`config.mk`:
```
export PLATFORM = sky130hd
export DESIGN_NAME = restoring_divider_8_flat
export DESIGN_NICKNAME = d
export VERILOG_FILES = /design/src/rtl/restoring_divider_8_if.sv /design/src/rtl/restoring_divider_8.sv /design/src/flat_wrapper.sv
export SDC_FILE = /design/constraint.sdc
export NUM_CORES = 1
export LEC_CHECK = 0
export CAP_MARGIN = 20
export CORE_ASPECT_RATIO = 1.4
export CORE_MARGIN = 1
export CORE_UTILIZATION = 46
export DETAILED_ROUTE_END_ITERATION = 8
export GPL_ROUTABILITY_DRIVEN = 0
export MAX_ROUTING_LAYER = met4
export PLACE_DENSITY = 0.77
export SYNTH_ARGS = -nofsm -noshare
export SYNTH_HDL_FRONTEND = slang
export SYNTH_SLANG_ARGS = --single-unit
```
`constraint.sdc`:
```
create_clock -name Clk -period 2.2 [get_ports Clk]
set_input_delay 0.44 -clock Clk [delete_from_list [all_inputs] [get_ports Clk]]
set_output_delay 0.44 -clock Clk [all_outputs]
set_load 0.01 [all_outputs]
```
`src/rtl/restoring_divider_8_if.sv`:
```
// Run/hold handshake and result bus shared by the divider and its switch/key front end.
// Signal names match the multiplier control unit so both can share top-level wiring.
interface restoring_divider_8_if;
    logic       Run;
    logic [7:0] Dividend;
    logic [7:0] Divisor;
    logic [7:0] Quotient;
    logic [7:0] Remainder;
    logic       Busy;
    logic       Done;
    logic       DivByZero;

    modport master (
        output Run, Dividend, Divisor,
        input  Quotient, Remainder, Busy, Done, DivByZero
    );

    modport slave (
        input  Run, Dividend, Divisor,
        output Quotient, Remainder, Busy, Done, DivByZero
    );
endinterface

```
`src/rtl/restoring_divider_8.sv`:
```
// 8-bit unsigned restoring divider: one shift-and-trial-subtract per clock for 8 clocks.
// The result is held until the next start; a zero divisor finishes at once with DivByZero set.
module restoring_divider_8 (
    input  logic                         Clk,
    input  logic                         Reset_n,
    restoring_divider_8_if.slave         bus
);
    typedef enum logic [1:0] {
        S_IDLE = 2'd0,
        S_DIV  = 2'd1,
        S_DONE = 2'd2
    } state_t;

    state_t     r_state;
    state_t     w_state_next;
    logic       w_start;

    logic [7:0] r_r;      // partial remainder
    logic [7:0] r_q;      // dividend in, quotient out
    logic [7:0] r_d;      // captured divisor
    logic [2:0] r_cnt;
    logic       r_dbz;

    logic [8:0] w_shifted;
    logic [9:0] w_trial;

    // The extra top bit keeps shifted values of 256 and above from aliasing.
    assign w_shifted = {r_r, r_q[7]};
    assign w_trial   = {1'b0, w_shifted} - {2'b00, r_d};

    // NOTE: sequential state uses non-blocking (<=) so every register samples pre-edge values.
    always_ff @(posedge Clk or negedge Reset_n) begin
        if (!Reset_n) begin
            r_state <= S_IDLE;
        end else begin
            r_state <= w_state_next;
        end
    end

    // NOTE: every output of this block gets a default first, so no path can infer a latch.
    always_comb begin
        w_state_next = r_state;
        w_start      = 1'b0;
        case (r_state)
            S_IDLE: begin
                if (bus.Run) begin
                    w_start      = 1'b1;
                    w_state_next = (bus.Divisor == 8'd0) ? S_DONE : S_DIV;
                end
            end
            S_DIV: begin
                if (r_cnt == 3'd7) begin
                    w_state_next = S_DONE;
                end
            end
            S_DONE: begin
                if (!bus.Run) begin
                    w_state_next = S_IDLE;
                end
            end
            default: w_state_next = S_IDLE;
        endcase
    end

    // NOTE: the datapath is a handful of flops, not a memory, so it is cleared by reset.
    always_ff @(posedge Clk or negedge Reset_n) begin
        if (!Reset_n) begin
            r_r   <= 8'd0;
            r_q   <= 8'd0;
            r_d   <= 8'd0;
            r_cnt <= 3'd0;
            r_dbz <= 1'b0;
        end else if (w_start) begin
            r_d   <= bus.Divisor;
            r_cnt <= 3'd0;
            if (bus.Divisor == 8'd0) begin
                r_q   <= 8'hFF;
                r_r   <= bus.Dividend;
                r_dbz <= 1'b1;
            end else begin
                r_q   <= bus.Dividend;
                r_r   <= 8'd0;
                r_dbz <= 1'b0;
            end
        end else if (r_state == S_DIV) begin
            r_cnt <= r_cnt + 3'd1;
            if (!w_trial[9]) begin
                r_r <= w_trial[7:0];
                r_q <= {r_q[6:0], 1'b1};
            end else begin
                r_r <= w_shifted[7:0];
                r_q <= {r_q[6:0], 1'b0};
            end
        end
    end

    assign bus.Quotient  = r_q;
    assign bus.Remainder = r_r;
    assign bus.Busy      = (r_state == S_DIV);
    assign bus.Done      = (r_state == S_DONE);
    assign bus.DivByZero = r_dbz;
endmodule
```
`src/flat_wrapper.sv`:
```
// flat-port wrapper written by rule: the top's interface ports become plain ports
module restoring_divider_8_flat 
  (Clk, Reset_n, bus_Run, bus_Dividend, bus_Divisor, bus_Quotient, bus_Remainder, bus_Busy, bus_Done, bus_DivByZero);
  restoring_divider_8_if bus_i ();
  input  logic Clk;
  input  logic Reset_n;
  input wire logic [$bits(bus_i.Run)-1:0] bus_Run;
  input wire logic [$bits(bus_i.Dividend)-1:0] bus_Dividend;
  input wire logic [$bits(bus_i.Divisor)-1:0] bus_Divisor;
  output wire logic [$bits(bus_i.Quotient)-1:0] bus_Quotient;
  output wire logic [$bits(bus_i.Remainder)-1:0] bus_Remainder;
  output wire logic [$bits(bus_i.Busy)-1:0] bus_Busy;
  output wire logic [$bits(bus_i.Done)-1:0] bus_Done;
  output wire logic [$bits(bus_i.DivByZero)-1:0] bus_DivByZero;
  assign bus_i.Run = bus_Run;
  assign bus_i.Dividend = bus_Dividend;
  assign bus_i.Divisor = bus_Divisor;
  assign bus_Quotient = bus_i.Quotient;
  assign bus_Remainder = bus_i.Remainder;
  assign bus_Busy = bus_i.Busy;
  assign bus_Done = bus_i.Done;
  assign bus_DivByZero = bus_i.DivByZero;
  restoring_divider_8 u_core (.Clk(Clk), .Reset_n(Reset_n), .bus(bus_i));
endmodule
```
==> metrics.md, run 1 <==
| Metric | Value |
|---|---|
| Status | `finished clean` |
| CP Launch Type | `flop` |
| Combinational share of power | `68.2%` |
| Diode count | `0` |
| Clock slew at reported path FFs | `about 60 ps` |
| Area grow syn2layout | `38.60%` |
| IO Count | `38` |
| Relative slew slack | `67.54%` |
| Detailed Route WL | `between 5000 and 6000 um` |
| Total GRT Usage | `a little over a quarter` |
| Detailed Route Iter0 Violations | `82` |
| PortBufs | `37` |
| Final setup viols | `0` |
| R2R depth | `9` |
| Setup crit end kind | `flop` |
| Initial core utilization | `approximately half` |
| Setup Crit Path Kind | `flop to flop` |
| Post-route DRC | `0` |
| Critical path's slowest cell | `or4b_2` |
| Total power | `around 5000 uW` |
| Flop pwr share | `a little over a fifth` |
| Pint | `2846 uW` |
| Share of post-route cells with drive strength above 1 | `between 15 and 20%` |
| Post-DP HPWL | `about 4000 um` |
| ANT nets after route | `0` |
| Worst stage delay on the critical path | `approximately 600 ps` |
| Drt via density | `between 5 and 6` |
| Vias in the first global route | `1977` |
| Post-layout min period | `between 2000 and 2500 ps` |
| CP dominant cell by count | `buf_4` |
| Cts hold-fix bufs | `0` |
| VDD IR max | `between 1000 and 1500 uV` |
| Syn Inst Count | `about 220` |
| Avg WL per Cell | `16.71 um` |
| Clk sinks | `30` |
| Number of synthesized flops with an enable pin | `0` |
| Final-stage net count | `between 300 and 400` |
| Mapped Nets | `246` |
| Initial antenna violation count | `0` |
| Die footprint | `0.004357 mm2` |
| Row count | `27` |
| First-pass GRT wire length | `between 8000 and 9000 um` |
| CTS buffer count | `5` |
| Drt pass-1 iters | `4` |
| Clk_lat worst skew | `280 ps` |
| TritonCTS clock tree | `yes` |
| Area of the mapped netlist | `between 0.0015 and 0.002 mm2` |
| Synth Flop Type | `dfrtp_1` |
| Cell Area, Placed | `about 0.0025 mm2` |
| Slew @ Worst Pin | `~470 ps` |
| P_leak | `~0.0011 uW` |
| Yosys warning total | `0` |
| FF+latch count, synth | `30` |
| Average size of a mapped cell | `8.718 um2` |
| Fin. Hold Viols | `0` |
| Fillers | `roughly 330` |
| Netlist cell types | `between 40 and 50` |
| Design area | `between 0.002 and 0.003 mm2` |
| Hold depth | `2` |
| Die width | `around 56 um` |
| Final period utilization | `94.63%` |
| MaxCap Viol Count | `0` |
| Grt ovf | `0` |
| Max-slew violations | `0` |
| RSZ-0062 raised after global routing | `yes` |
| Die Span Y | `around 80 um` |
| Seq/Total Area, Yosys | `about two fifths` |
| Max Fclk | `around 480 MHz` |
| Clock Skew | `about 5 ps` |
| Crit-path cells | `inv_1, ha_1, nand2b_1, a21oi_1, buf_4, a2111oi_4, buf_4, or4b_2, nand3_1` |
| Clock share of power | `10.5%` |
| Core area | `approximately 0.0039 mm2` |
| CP Max Fanout | `4` |
| Ys async rst share | `100.0%` |
| P_sw | `between 2000 and 2500 uW` |
| H-tree levels | `2` |
| Data arrival, critical path | `about 2300 ps` |
| Switching Share | `a little over two fifths` |
| Root Buffer | `clkbuf_8` |
| Hold Crit Class | `flop to flop` |
| CTS max path bufs | `2` |
| Power per cell area | `roughly 1900 mW/mm2` |
| Largest net degree at the start of global routing | `31` |
| Required time at the worst-slack endpoint | `between 2000 and 2500 ps` |
| Via Count | `~1900` |
[cells in the mapped netlist, types with 2 or more instances]
library cell  instances  share of area, %
dfrtp_1              30                40
nand2_1              28               5.6
nor2_1               24               4.8
o21ai_0              20               5.3
inv_1                14               2.8
a21oi_1              10               2.7
ha_1                 10               6.6
o22ai_1              10               3.3
nand3_1               8               2.1
clkbuf_1              7               1.4
mux2i_1               6               3.2
nor3_1                6               1.6
nand2b_1              4               1.3
nor2b_1               4               1.3
a211oi_2              3               2.0
a21oi_4               2               1.7
a22oi_1               2              0.80
nor4_1                2              0.66
o211ai_1              2              0.80
o21a_1                2              0.80
xor2_1                2              0.93
[worst max-delay path: cells and delay by family (launching register included)]
kind,cells,cell delay [ps]
AOI/OAI and AO/OA,2,200
adders and majority gates,1,220
buffers and inverters,3,380
DFF,1,370
and+or+nand+nor,3,860
[cell type report]
cell class	instances	area, um2	share of cell area (%)
Inverter	14	52.55	2.013
Timing Repair Buffer	59	535.5	20.52
Tap cell	43	53.80	2.061
Sequential cell	30	750.7	28.76
Multi-Input combinational cell	164	1107	42.43
Clock buffer	8	110.1	4.219
[final timing paths]
kind                                                         start                                   to  slack [ps]
worst max-delay path            u_core.bus.Quotient[7]$_DFFE_PN0P_  u_core.bus.Remainder[1]$_DFFE_PN0P_         120
worst min-delay path                   u_core.r_cnt[2]$_DFFE_PN0P_          u_core.r_cnt[2]$_DFFE_PN0P_         510
worst max register to register  u_core.bus.Quotient[7]$_DFFE_PN0P_  u_core.bus.Remainder[1]$_DFFE_PN0P_         120
worst min register to register         u_core.r_cnt[2]$_DFFE_PN0P_          u_core.r_cnt[2]$_DFFE_PN0P_         510
max in group asynchronous                                  Reset_n     u_core.bus.DivByZero$_DFFE_PN0P_        1370
min in group asynchronous                                  Reset_n  u_core.bus.Remainder[5]$_DFFE_PN0P_         540
[through the flow]
| stage | TNS (ps) | std cells | utilization [%] | hold slack, ps | setup slack (ps) |
|---|---|---|---|---|---|
| floorplan | 0 | 216 | - | 144.4 | 12.05 |
| global placement | 0 | 310 | 63.57 | 484.9 | 36.61 |
| detailed placement | 0 | 310 | 63.57 | 487.6 | 29.73 |
| CTS | 0 | 318 | 66.38 | 509.1 | 92.15 |
| global route | -105.7 | 318 | 66.60 | 529.4 | -27.52 |
| finish | 0 | 318 | 66.60 | 512.2 | 118.0 |
[state kept, by name (all words and copies together), names as in the netlist]
name	count
u_core.r_state	2
u_core.r_cnt	3
u_core.bus.Quotient	8
u_core.bus.Remainder	8
u_core.r_d	8
u_core.bus.DivByZero	1
[placed cells by master (no fill, tap or decap), types with 2 or more instances in the layout]
cell type,count
a211oi_2,4
a21oi_1,9
a21oi_4,2
a22oi_1,2
buf_4,22
clkbuf_8,8
clkdlybuf4s50_1,37
dfrtp_1,30
ha_1,6
ha_4,4
inv_1,14
mux2i_1,6
nand2_1,28
nand2b_1,4
nand3_1,8
nor2_1,24
nor2b_1,4
nor3_1,6
nor4_1,2
o211ai_1,2
o21a_1,2
o21ai_0,20
o22ai_1,10
xor2_1,2
[power by group through the flow]
stage               clock network [uW]  logic (uW)  registers, uW
floorplan                            0        2100           1120
global placement                     0        3230           1060
detailed placement                   0        3330           1070
CTS                                534        3360           1060
global route                       564        3710           1100
finish                             526        3400           1060
[layer usage]
layer / up-vias / global-route usage [%] / share of wire (%)
met3: 20 / 5.167 / 5.2
met2: 69 / 46.19 / 52
li1: 880 / - / -
met4: 0 / 16.34 / 4.9
met5: - / - / 0
met1: 901 / 27.62 / 38
[what timing repair did]
item	CTS	global route
gates resized for setup	0	2
endpoints found under the hold margin	0	0
setup endpoints to repair	0	6
buffers inserted	0	0
[cells by family (layout without fill, tap and decap cells)]
| group | Yosys count | after routing | synth area share, % |
|---|---|---|---|
| buffers and inverters | 22 | 81 | 4.452 |
| and+or+nand+nor | 82 | 82 | 19.80 |
| adders and majority gates | 11 | 11 | 7.708 |
| DFF | 30 | 30 | 39.87 |
| AOI/OAI and AO/OA | 61 | 61 | 22.99 |
| muxes | 7 | 7 | 3.787 |
| xor gates and xnor gates | 3 | 3 | 1.396 |
(Power assumes the default switching activity.)
==> run 2, diff against run 1 <==
- CAP_MARGIN: 20 -> 40
- clock period: 2.2 -> 1.8 ns (I/O delays scaled with it)
==> run 2 against run 1 <==
  * The run now ends with setup timing left
  * Wire length increased by 8.9%
  * Register-to-register slack got worse by 350 ps
  * Fmax increased by 2.4%
  * Non-clock buffer count increased by 33
  * Clock skew increased by 1.4 ps
  * Global-route usage increased by 2.5 points
  * Critical endpoint is now u_core.bus.Remainder[2]$_DFFE_PN0P_
==> metrics.md, run 2 (same netlist as run 1, synthesis figures left out) <==
| Metric | Value |
|---|---|
| Cell Area, Placed | `0.002760 mm2 (was 0.002491 mm2)` |
| Clk_lat worst skew | `290 ps (was 280 ps)` |
| Pint | `4276 uW (was 2846 uW)` |
| Flop pwr share | `17.9% (was 21.3%)` |
| P_leak | `0.001304 uW (was 0.001130 uW)` |
| Commonest non-fill, non-tap cell in the layout | `buf_4 (was clkdlybuf4s50_1)` |
| Row count | `27 (unchanged)` |
| Root Buffer | `clkbuf_8 (unchanged)` |
| Max Fclk | `491.7 MHz (was 480.3 MHz)` |
| Largest net degree at the start of global routing | `31 (unchanged)` |
| Worst stage delay on the critical path | `440 ps (was 600 ps)` |
| Fillers | `274 (was 326)` |
| Total GRT Usage | `29.20% (was 26.72%)` |
| Avg WL per Cell | `16.53 um (was 16.71 um)` |
| Clock Skew | `6.371 ps (was 4.992 ps)` |
| Initial core utilization | `48.05% (unchanged)` |
| Crit path buffers/inverters | `2 (was 3)` |
| Clock slew at reported path FFs | `70 ps (was 60 ps)` |
| Drt via density | `5.671 (was 5.881)` |
| Detailed Route WL | `5786 um (was 5315 um)` |
| Crit-path cells | `ha_4, o21ai_4, a21oi_4, a2111oi_4, buf_4, buf_12, mux2i_2, a211oi_2 (was inv_1, ha_1, nand2b_1, a21oi_1, buf_4, a2111oi_4, buf_4, or4b_2, nand3_1)` |
| Core area | `0.003919 mm2 (unchanged)` |
| First-pass GRT wire length | `9522 um (was 8742 um)` |
| Post-layout min period | `2034 ps (was 2082 ps)` |
| IO Count | `38 (unchanged)` |
| CP Max Fanout | `5 (was 4)` |
| Area grow syn2layout | `59.27% (was 38.60%)` |
| Via Count | `1985 (was 1870)` |
| P_sw | `3134 uW (was 2143 uW)` |
| Max-slew violations | `0 (unchanged)` |
| MaxCap Viol Count | `0 (unchanged)` |
| Final setup viols | `8 (was 0)` |
| PortBufs | `37 (unchanged)` |
| Initial antenna violation count | `0 (unchanged)` |
| Final-stage net count | `337 (was 304)` |
| Final Worst Setup Slack | `-233.9 ps (was 118.0 ps)` |
| VDD IR max | `1853 uV (was 1153 uV)` |
| Power per cell area | `2471 mW/mm2 (was 1912 mW/mm2)` |
| Detailed Route Iter0 Violations | `54 (was 82)` |
| Most frequent cells in the layout | `buf_4, clkdlybuf4s50_1, nand2_1 (was clkdlybuf4s50_1, dfrtp_1, nand2_1)` |
| Post-route DRC | `0 (unchanged)` |
| Switching Share | `42.30% (was 42.96%)` |
| Slew @ Worst Pin | `547.2 ps (was 474.6 ps)` |
| Total area of sequential cells | `757.0 um2 (was 750.7 um2)` |
| Failing checks | `setup timing` |
| Share of post-route cells with drive strength above 1 | `35.18% (was 17.45%)` |
| Footprint of the multi-input gates | `0.001257 mm2 (was 0.001107 mm2)` |
| ANT nets after route | `0 (unchanged)` |
| Fin. Hold Viols | `0 (unchanged)` |
| Drt pass-1 iters | `4 (unchanged)` |
| TritonCTS clock tree | `yes (unchanged)` |
| CTS max path bufs | `2 (unchanged)` |
| Clock share of power | `7.1% (was 10.5%)` |
| CTS buffer count | `5 (unchanged)` |
| Required time at the worst-slack endpoint | `1970 ps (was 2420 ps)` |
| Final period utilization | `113.0% (was 94.63%)` |
| Final cell utilization of the core | `76.53% (was 66.60%)` |
| Post-DP HPWL | `4294 um (was 3960 um)` |
| Clk sinks | `30 (unchanged)` |
| Combinational share of power | `75.0% (was 68.2%)` |
| H-tree levels | `2 (unchanged)` |
| CP Launch Type | `flop (unchanged)` |
| Relative slew slack | `62.58% (was 67.54%)` |
| Status | `complete, but fails checks (was finished clean)` |
| Data arrival, critical path | `2210 ps (was 2300 ps)` |
| Diode count | `0 (unchanged)` |
| Critical path's slowest cell | `dfrtp_2 (was or4b_2)` |
| Total power | `7410 uW (was 4990 uW)` |
| Setup crit end kind | `flop (unchanged)` |
| Die Span Y | `77.71 um (unchanged)` |
| Hold Crit Class | `input pin to async pin (was flop to flop)` |
| Setup Crit Path Kind | `flop to flop (unchanged)` |
| Vias in the first global route | `2068 (was 1977)` |
| TNS Setup | `-1340 ps (was 0 ps)` |
| Grt ovf | `0 (unchanged)` |
| Die width | `56.08 um (unchanged)` |
| RSZ-0062 raised after global routing | `yes (unchanged)` |
| Critical path's top delay family | `compound AO/OA/AOI/OAI gates (was simple AND/OR/NAND/NOR gates)` |
| Die footprint | `0.004357 mm2 (unchanged)` |
| Design area | `0.002999 mm2 (was 0.002610 mm2)` |
run 2: changes by cell type in the layout (fill, tap and decap cells not counted), moves of 4 or more:
cell and delta:
buf_4 +30, clkdlybuf4s50_1 -4, dfrtp_1 -5, dfrtp_2 +5, ha_1 -4, inv_1 -6, inv_2 +6
run 2: path summary, 6_finish.rpt:
check	slack, ps	cells after the start	start	end
worst max-delay path	-230	8	u_core.bus.Remainder[1]$_DFFE_PN0P_	u_core.bus.Remainder[2]$_DFFE_PN0P_
worst min-delay path	460	2	Reset_n	u_core.r_d[5]$_DFFE_PN0P_
worst max register to register	-230	8	u_core.bus.Remainder[1]$_DFFE_PN0P_	u_core.bus.Remainder[2]$_DFFE_PN0P_
worst min register to register	480	2	u_core.bus.DivByZero$_DFFE_PN0P_	u_core.bus.DivByZero$_DFFE_PN0P_
max in group asynchronous	1020	2	Reset_n	u_core.bus.Remainder[1]$_DFFE_PN0P_
min in group Clk	480	2	u_core.bus.DivByZero$_DFFE_PN0P_	u_core.bus.DivByZero$_DFFE_PN0P_
run 2: final cells by class:
| class | count | area share (%) |
|---|---|---|
| multi-input combinational | 164 | 41.93 |
| timing repair buffer | 92 | 26.74 |
| inverter | 14 | 1.752 |
| clock buffer | 7 | 2.545 |
| sequential | 30 | 25.24 |
| tap | 43 | 1.794 |
run 2: metrics by stage:
step / hold slack, ps / worst slack (ps) / cells
after floorplan: 64.41 / -289.4 / 216
after global placement: 465.3 / -257.1 / 334
after detailed placement: 475.7 / -275.8 / 334
after CTS: 472.6 / -167.5 / 348
final: 462.2 / -233.9 / 350
after global routing: 495.2 / -315.1 / 350
run 2: worst register-to-register path: cells and delay by family, from the launching register on:
family | cells | cell delay (ps)
AOI/OAI and AO/OA | 4 | 660
buffers and inverters | 2 | 340
muxes | 1 | 220
adders and majority gates | 1 | 260
DFF | 1 | 440
run 2: per-layer routing:
metal  routed length (um)  global-route usage, %  up-vias
met5                    0                      -        -
met3                  205                  4.667       13
met1                 2288                  31.37      964
li1                     -                      -      947
met4                  131                  15.12        0
met2                 3159                  51.19       61
run 2: repair_timing:
| item | in CTS | in global routing |
|---|---|---|
| cloned | 0 | 0 |
| pin swaps | 8 | 4 |
| resized for setup | 15 | 17 |
| setup endpoints to repair | 9 | 16 |
| hold buffers | 0 | 0 |
| setup buffers | 7 | 3 |
run 2: power by group through the flow:
| stage | clock network (uW) | registers [uW] | logic (uW) |
|---|---|---|---|
| CTS | 534 | 1310 | 5120 |
| detailed placement | 0 | 1320 | 4740 |
| global route | 560 | 1350 | 5990 |
| global placement | 0 | 1300 | 4600 |
| floorplan | 0 | 1390 | 2820 |
| finish | 529 | 1320 | 5560 |
==> run 3, diff against run 2 <==
- SLEW_MARGIN: default -> 20
==> results of run 3 <==
Final layout, timing and power as in run 2 (identical DEF).
